$ cat config.mk
export PLATFORM = sky130hd
export DESIGN_NAME = inv_mix_columns_seq
export DESIGN_NICKNAME = d
export VERILOG_FILES = /design/src/rtl/inv_mix_columns_seq_pkg.sv /design/src/rtl/inv_mix_columns_seq_col.sv /design/src/rtl/inv_mix_columns_seq.sv
export SDC_FILE = /design/constraint.sdc
export NUM_CORES = 1
export LEC_CHECK = 0
export ABC_AREA = 1
export CAP_MARGIN = 5
export CORE_ASPECT_RATIO = 0.75
export CORE_MARGIN = 10
export CORE_UTILIZATION = 50
export CTS_CLUSTER_DIAMETER = 100
export DETAILED_ROUTE_END_ITERATION = 10
export PLACE_DENSITY = 0.82
export SYNTH_ARGS = -nofsm -noshare
export SYNTH_HDL_FRONTEND = slang
export SYNTH_SLANG_ARGS = --single-unit
$ cat constraint.sdc
create_clock -name clk -period 2.84 [get_ports clk]
set_clock_uncertainty 0.2 [all_clocks]
set_input_delay 0.568 -clock clk [delete_from_list [all_inputs] [get_ports clk]]
set_output_delay 0.568 -clock clk [all_outputs]
set_load 0.01 [all_outputs]
$ cat src/rtl/inv_mix_columns_seq_pkg.sv
// Shared types and GF(2^8) constants for the sequential AES InvMixColumns block.
package inv_mix_columns_seq_pkg;

   typedef enum logic [1:0] {
      IDLE = 2'd0,
      BUSY = 2'd1,
      DONE = 2'd2
   } state_t;

   localparam logic [7:0] K_0E     = 8'h0E;
   localparam logic [7:0] K_0B     = 8'h0B;
   localparam logic [7:0] K_0D     = 8'h0D;
   localparam logic [7:0] K_09     = 8'h09;
   localparam logic [7:0] RED_POLY = 8'h1B;

   // Output row 0 coefficients; row r uses this row rotated right by r bytes.
   localparam logic [0:3][7:0] INV_ROW = {K_0E, K_0B, K_0D, K_09};

   function automatic logic [7:0] xtime(input logic [7:0] b);
      return {b[6:0], 1'b0} ^ (b[7] ? RED_POLY : 8'h00);
   endfunction

   // All inverse coefficients fit in 4 bits, so a 4-deep xtime chain suffices.
   function automatic logic [7:0] gf_mul_k(input logic [7:0] b, input logic [3:0] k);
      logic [7:0] acc;
      logic [7:0] p;
      acc = 8'h00;
      p   = b;
      for (int i = 0; i < 4; i++) begin
         if (k[i]) acc ^= p;
         p = xtime(p);
      end
      return acc;
   endfunction

endpackage

$ cat src/rtl/inv_mix_columns_seq_col.sv
// Combinational InvMixColumns of one 32-bit column; byte 0 is the MSB.
module inv_mix_col
   import inv_mix_columns_seq_pkg::*;
(
   input  logic [31:0] col_in,
   output logic [31:0] col_out
);

   logic [0:3][7:0] s;
   logic [0:3][7:0] o;

   assign s       = col_in;
   assign col_out = o;

   always_comb begin
      for (int r = 0; r < 4; r++) begin
         o[r] = 8'h00;
         for (int j = 0; j < 4; j++)
            o[r] ^= gf_mul_k(s[j], INV_ROW[2'(j - r)][3:0]);
      end
   end

endmodule

$ cat src/rtl/inv_mix_columns_seq.sv
// Sequential AES InvMixColumns: transforms COLS_PER_CYCLE columns per clock in
// place, then holds the result until the consumer takes it.
module inv_mix_columns_seq
   import inv_mix_columns_seq_pkg::*;
#(
   parameter int COLS_PER_CYCLE = 1
)(
   input  logic         clk,
   input  logic         rst_n,
   input  logic         in_valid,
   output logic         in_ready,
   input  logic [0:127] in_state,
   output logic         out_valid,
   input  logic         out_ready,
   output logic [0:127] out_state
);

   localparam logic [1:0] LAST_CNT = 2'(4 - COLS_PER_CYCLE);

   state_t                              state, state_nxt;
   logic [1:0]                          cnt;
   logic [0:3][31:0]                    work;
   logic [COLS_PER_CYCLE-1:0][31:0]     col_sel;
   logic [COLS_PER_CYCLE-1:0][31:0]     col_res;
   logic                                last;

   assign last      = (cnt == LAST_CNT);
   assign out_state = work;

   // Only COLS_PER_CYCLE column engines; the counter picks which columns they see.
   for (genvar g = 0; g < COLS_PER_CYCLE; g++) begin : g_col
      assign col_sel[g] = work[cnt + 2'(g)];
      inv_mix_col u_col (
         .col_in  (col_sel[g]),
         .col_out (col_res[g])
      );
   end

   always_ff @(posedge clk or negedge rst_n) begin
      if (!rst_n) state <= IDLE;
      else        state <= state_nxt;
   end

   always_comb begin
      state_nxt = state;
      case (state)
         IDLE:    if (in_valid)  state_nxt = BUSY;
         BUSY:    if (last)      state_nxt = DONE;
         DONE:    if (out_ready) state_nxt = IDLE;
         default:                state_nxt = IDLE;
      endcase
   end

   always_comb begin
      in_ready  = (state == IDLE);
      out_valid = (state == DONE);
   end

   always_ff @(posedge clk or negedge rst_n) begin
      if (!rst_n) begin
         cnt  <= 2'd0;
         work <= '0;
      end else begin
         case (state)
            IDLE: begin
               if (in_valid) begin
                  work <= in_state;
                  cnt  <= 2'd0;
               end
            end
            BUSY: begin
               for (int g = 0; g < COLS_PER_CYCLE; g++)
                  work[cnt + 2'(g)] <= col_res[g];
               cnt <= cnt + 2'(COLS_PER_CYCLE);
            end
            default: ;
         endcase
      end
   end

endmodule
# == After elaboration in Yosys (flattened, before gate mapping) ==
# Index checks and enable logic that the tools add are counted.
# word_totals
out_inout_bits,130
wordCells,79
inputBits,132
ff_bits,132
# op_classes
n_reduce_logical,5
mux,26
add_sub_neg,1
n_eq_ne,6
bitwise_logic,33
n_lt_le_gt_ge,2
# ops
op,count
128-bit one-hot mux with 2 select lines,1
8-bit bitwise XOR,31
128-bit bitwise mux,1
128-bit two-way mux,1
32-bit two-way mux,3
32-bit binary-select mux with 2-bit select,1
32-bit demux with 2-bit select,1
5-bit two-way mux,12
2-bit two-way mux,4
8-bit by 5-bit bitwise XOR with 8-bit output,1
2-bit one-hot mux with 3 select lines,1
"2-bit == test, second input constant",2
"2-bit inequality test, second input constant",2
2-bit one-hot mux with 2 select lines,1
"3-bit greater-or-equal comparator, second input constant",1
"3-bit by 1-bit < comparator with 1-bit output, second input constant",1
2-bit NOT with 3-bit output,1
3-bit AND reduction,1
"2-bit by 1-bit adder with 2-bit output, second input constant",1
"2-bit by 1-bit == test with 1-bit output, second input constant",1
2-bit zero test,1
"2-bit by 1-bit inequality test with 1-bit output, second input constant",1
2-bit AND reduction,1
2-bit nonzero test,1
1-bit logical AND,1

# == Longest topological paths before layout ==
# depth
word_depth,14
ltp_mapped,18
mapped_depth_nobuf,16

# == Hierarchy ==
# Synthesis repeated with hierarchy kept, for this count alone.
# hier_totals
cells_unflattened,1967
hier_area_um2,11195.7
# by_module_without_submodules
module,cells_per_inst,instances,area_each_um2,seq_area_each_um2
inv_mix_columns_seq,1511,1,8916.1,3303.2
inv_mix_col,456,1,2279.7,0.0

# == Least setup slack after synthesis ==
# Ideal clock, no wire load.
# synth_path
kind,register -> register
start,register cnt[0]
end,"register work, in the netlist out_state[84]"
slack_ns,0.643
n_path_buf,4
arrival_ns,1.875
period_less_slack_ns,2.197
required_time_ns,2.518
setup_time_ns,0.122
path_stages_with_launch,13
path_cell_list,dfrtp_1 buf_6 inv_6 buf_6 buf_6 ha_1 nand2_1 clkinv_1 nor2_1 inv_1 clkbuf_1 nor2_1 a21oi_1
# synth_via
elab_chain_cells,12
elab_cells_between_ends,27
cone_classes,order compare: 2; mux: 12; bitwise: 12; reduce/logical: 1
# synth_rtl
item,line_no,source
"start, declared",inv_mix_columns_seq.sv:21,logic [1:0] cnt;
"start signal, assigned",inv_mix_columns_seq.sv:74,cnt <= cnt + 2'(COLS_PER_CYCLE);
2-bit NOT with 3-bit output (not written as such) (*),"inv_mix_columns_seq.sv:32, inv_mix_columns_seq.sv:73",
32-bit binary-select mux with 2-bit select,inv_mix_columns_seq.sv:32,assign col_sel[g] = work[cnt + 2'(g)];
32-bit two-way mux (not written as such) (2 in series),inv_mix_columns_seq.sv:32,
8-bit by 5-bit bitwise XOR with 8-bit output (tied with other cells),n/a,
5-bit two-way mux (tied with other cells),n/a,
8-bit bitwise XOR or 5-bit two-way mux (tied branches),inv_mix_columns_seq_pkg.sv:20,"return {b[6:0], 1'b0} ^ (b[7] ? RED_POLY : 8'h00);"
"8-bit bitwise XOR, on equally long branches","inv_mix_columns_seq_pkg.sv:30, inv_mix_columns_seq_pkg.sv:20",
8-bit bitwise XOR,inv_mix_columns_seq_pkg.sv:30,if (k[i]) acc ^= p;
8-bit bitwise XOR,inv_mix_columns_seq_col.sv:19,"o[r] ^= gf_mul_k(s[j], INV_ROW[2'(j - r)][3:0]);"
128-bit bitwise mux (*),inv_mix_columns_seq.sv:73,work[cnt + 2'(g)] <= col_res[g];
128-bit one-hot mux with 2 select lines (*),inv_mix_columns_seq.sv:64,case (state)
"end signal, assigned",inv_mix_columns_seq.sv:67,work <= in_state;
"end signal, assigned by index",inv_mix_columns_seq.sv:73,
"end, declared",inv_mix_columns_seq.sv:22,logic [0:3][31:0] work;
# Mark *: on every way between the ends. The rest lies on a longest branch, timed or not. The select of a mux whose other input is x is not followed.
# A chain may end at the register's enable or synchronous reset.

# == Final worst setup path ==
# layout_path
start,register cnt[0]
end,"register work, in the netlist out_state[99]"
# layout_via
elab_chain_cells,12
elab_cells_between_ends,28
cone_classes,order compare: 2; mux: 13; bitwise: 12; reduce/logical: 1
# layout_rtl
item,line_no
2-bit NOT with 3-bit output (not written as such) (*),"inv_mix_columns_seq.sv:32, inv_mix_columns_seq.sv:73"
32-bit binary-select mux with 2-bit select,inv_mix_columns_seq.sv:32
32-bit two-way mux (not written as such) (2 in series),inv_mix_columns_seq.sv:32
5-bit two-way mux or 8-bit bitwise XOR (tied branches),n/a
8-bit bitwise XOR (tied with other cells),n/a
8-bit bitwise XOR (tied with other cells),inv_mix_columns_seq_pkg.sv:20
"8-bit bitwise XOR, on equally long branches",n/a
8-bit bitwise XOR,inv_mix_columns_seq_pkg.sv:30
8-bit bitwise XOR,inv_mix_columns_seq_col.sv:19
128-bit bitwise mux (*),inv_mix_columns_seq.sv:73
128-bit one-hot mux with 2 select lines (*),inv_mix_columns_seq.sv:64
# Marks and branches as above.

==> reports/qor.txt <==
Gate Count Post-Synth -> 1528
Syn Nets -> 1664
Total GRT Usage -> 31.7%
WL/cell -> 20.8 µm
WP data arrival -> 2.77 ns
Buf+Inv Stages, Crit Path -> 2
# DRC -> 0
via count -> 12100
Crit path largest cell delay -> 0.50 ns
Setup TNS -> 0 ns
CP endpoint kind -> flip-flop
CP Cell Sequence -> buf_6, nand2_1, nand2_1, nand2_1, nand2_2, nand2_1, nand2_2, inv_1, nand2_1, nand2_1, nand2_1, nand4_1, nand3_1, a21oi_1
largest net degree at the start of global routing -> 93
I/O Pins -> 262
synthesized area per cell -> 6.37 µm²
CTS Sinks -> 132
sequential-to-total area share from yosys stat -> 33.9%
delay-heaviest family, CP -> simple AND/OR/NAND/NOR gates
Crit Path Class -> flip-flop to flip-flop
DRT Pass-1 Iters -> 6
num rows -> 44
area delta synth->final -> 37.8%
Port-buffer cells -> 261
share of cells above drive strength 1 -> 7.63%
vias in the first global route -> 11300
WP data required -> 2.96 ns
nets -> 1918
Fin. Hold Viols -> 0
worst rel slew slack -> 33.5%
Final Cycle Share -> 93.4%
die outline width -> 181 µm
Detailed Route WL -> 42.5 mm
number of CTS-inserted buffers -> 17
worst-skew pair later-pin latency -> 0.43 ns
initial drt markers -> 1769
die height -> 141 µm
slowest CP cell -> dfrtp_2
Syn Std Cell Area -> 9730 µm²
Die Area -> 25500 µm²
Clock Tree Root -> clkbuf_16
worst hold path class -> primary input to async pin
max-cap violations -> 0
gr ovfl total -> 0
status -> finished, final reports clean
htree depth -> 4
FMAX -> 377 MHz
core area -> 19200 µm²
WHS -> 0.335 ns
fin. max-slew vios -> 0
CTS tree -> built
crit-path max FO -> 20
initial cell density of the core -> 50.7%
initial antenna violation count -> 1
first-pass GRT wire length -> 64.9 mm
clock buffer depth -> 2
Final HPWL DP -> 30.3 mm
transition time at the pin with the least slew margin -> 0.997 ns
gpl congestion -> 1.00
dpl cells -> 2011
CP Launch Type -> flip-flop
Yosys warning count -> 0
#FFs+latches synth -> 132
post-layout instance count excluding filler cells -> 2049
CTS clock-pin slew for the worst setup and hold paths -> 0.07 ns
# setup viols final -> 0
minimum clock period after layout -> 2.65 ns
via/cell ratio -> 5.88
ANT nets after route -> 0
Netlist cell types -> 29
Worst path most repeated cell -> nand2_1
[cells by family after synthesis]
family | Yosys count | synth area share, %
buffers and inverters | 131 | 6.08
adders and majority gates | 4 | 0.514
and+or+nand+nor | 942 | 40.0
AOI/OAI and AO/OA | 260 | 13.4
xor gates and xnor gates | 59 | 5.97
DFF | 132 | 33.9
[cell usage after synthesis]
cell | instances | area share [%]
nand3_1 | 178 | 9.2
inv_1 | 50 | 1.9
dfrtp_1 | 132 | 34
ha_1 | 4 | 0.51
buf_2 | 10 | 0.51
nand4_1 | 1 | 0.064
nand2_4 | 4 | 0.46
inv_6 | 1 | 0.090
a21oi_1 | 254 | 13
nand3b_1 | 2 | 0.15
nand2_2 | 23 | 1.5
inv_2 | 3 | 0.12
o31ai_1 | 1 | 0.077
clkinv_1 | 2 | 0.077
clkbuf_1 | 41 | 1.6
nor2_1 | 136 | 5.2
or2_1 | 1 | 0.064
buf_4 | 6 | 0.46
o21ai_0 | 3 | 0.15
nand3_2 | 5 | 0.51
a22oi_1 | 2 | 0.15
or2_2 | 3 | 0.19
xnor2_4 | 1 | 0.28
buf_1 | 10 | 0.39
xnor2_1 | 19 | 1.7
buf_6 | 8 | 0.93
xor2_1 | 33 | 3.0
nand2_1 | 589 | 23
xnor2_2 | 6 | 1.0
[worst paths after layout]
kind | from | end | cells past startpoint | slack (ns)
worst min-delay path | rst_n | out_state[9] | 2 | 0.33
worst max register to register | cnt[0] | out_state[99] | 14 | 0.19
worst min register to register | out_state[61] | out_state[61] | 2 | 0.36
max in group asynchronous | rst_n | cnt[0] | 3 | 1.42
min in group clk | out_state[61] | out_state[61] | 2 | 0.36
worst max-delay path | cnt[0] | out_state[99] | 14 | 0.19
[routing by layer]
layer / global-route usage, % / part of all wire, % / vias up
met2: 47.1 / 42 / 906
li1: - / - / 5482
met4: 7.77 / 1.9 / 0
met3: 9.85 / 14 / 87
met1: 44.1 / 42 / 5578
met5: 0 / 0 / -
[stage by stage]
step | cell area, µm² | setup WS, ns | utilization (%)
global route | 13400 | -0.00295 | 69.8
CTS | 13300 | 0.125 | 69.4
floorplan | 9730 | 0.643 | -
detailed placement | 12800 | 0.155 | 66.4
global placement | 12800 | 0.237 | 66.4
finish | 13400 | 0.187 | 69.8
[flip-flops by register name (all words and copies together) (netlist names)]
name       flops
cnt            2
out_state    128
state          2
[worst register-to-register path, delay by kind of cell, from the launching register on]
kind,cells,cell delay (ns)
and+or+nand+nor,11,1.44
buffers and inverters,2,0.33
AOI/OAI and AO/OA,1,0.08
DFF,1,0.50
[layout by cell type, fill, tap and decap left out, types with 2 or more instances in the layout]
cell and instances:
a21oi_1 254, a22oi_1 2, buf_12 9, buf_4 37, clkbuf_16 18, clkdlybuf4s50_1 260
clkinv_1 2, clkinv_2 3, clkinv_4 3, clkinvlp_4 2, dfrtp_1 130, dfrtp_2 2
ha_1 4, inv_1 49, inv_2 3, inv_6 8, nand2_1 587, nand2_2 25
nand2_4 4, nand3_1 178, nand3_2 5, nand3b_1 2, nor2_1 132, nor2_4 4
o21ai_0 3, or2_2 3, xnor2_1 18, xnor2_2 7, xor2_1 33
[area by class of cell]
type	instances	area, µm²
clock buffer	17	425
sequential	132	3310
inverter	56	224
clock inverter	15	143
timing repair inverter	1	8.76
tap	253	317
antenna	1	2.50
multi-input combinational	1265	5880
timing repair buffer	309	3110
fill	1612	5800
[repair_timing]
item / CTS / global route
endpoints found under the hold margin: 11 / 0
resized for setup: 0 / 6
buffers inserted: 0 / 2
setup endpoints to repair: 0 / 70
hold buffers: 1 / 0
Power is not shown: default switching activity piles up to over one toggle a cycle in this logic, so the estimate is an artifact.
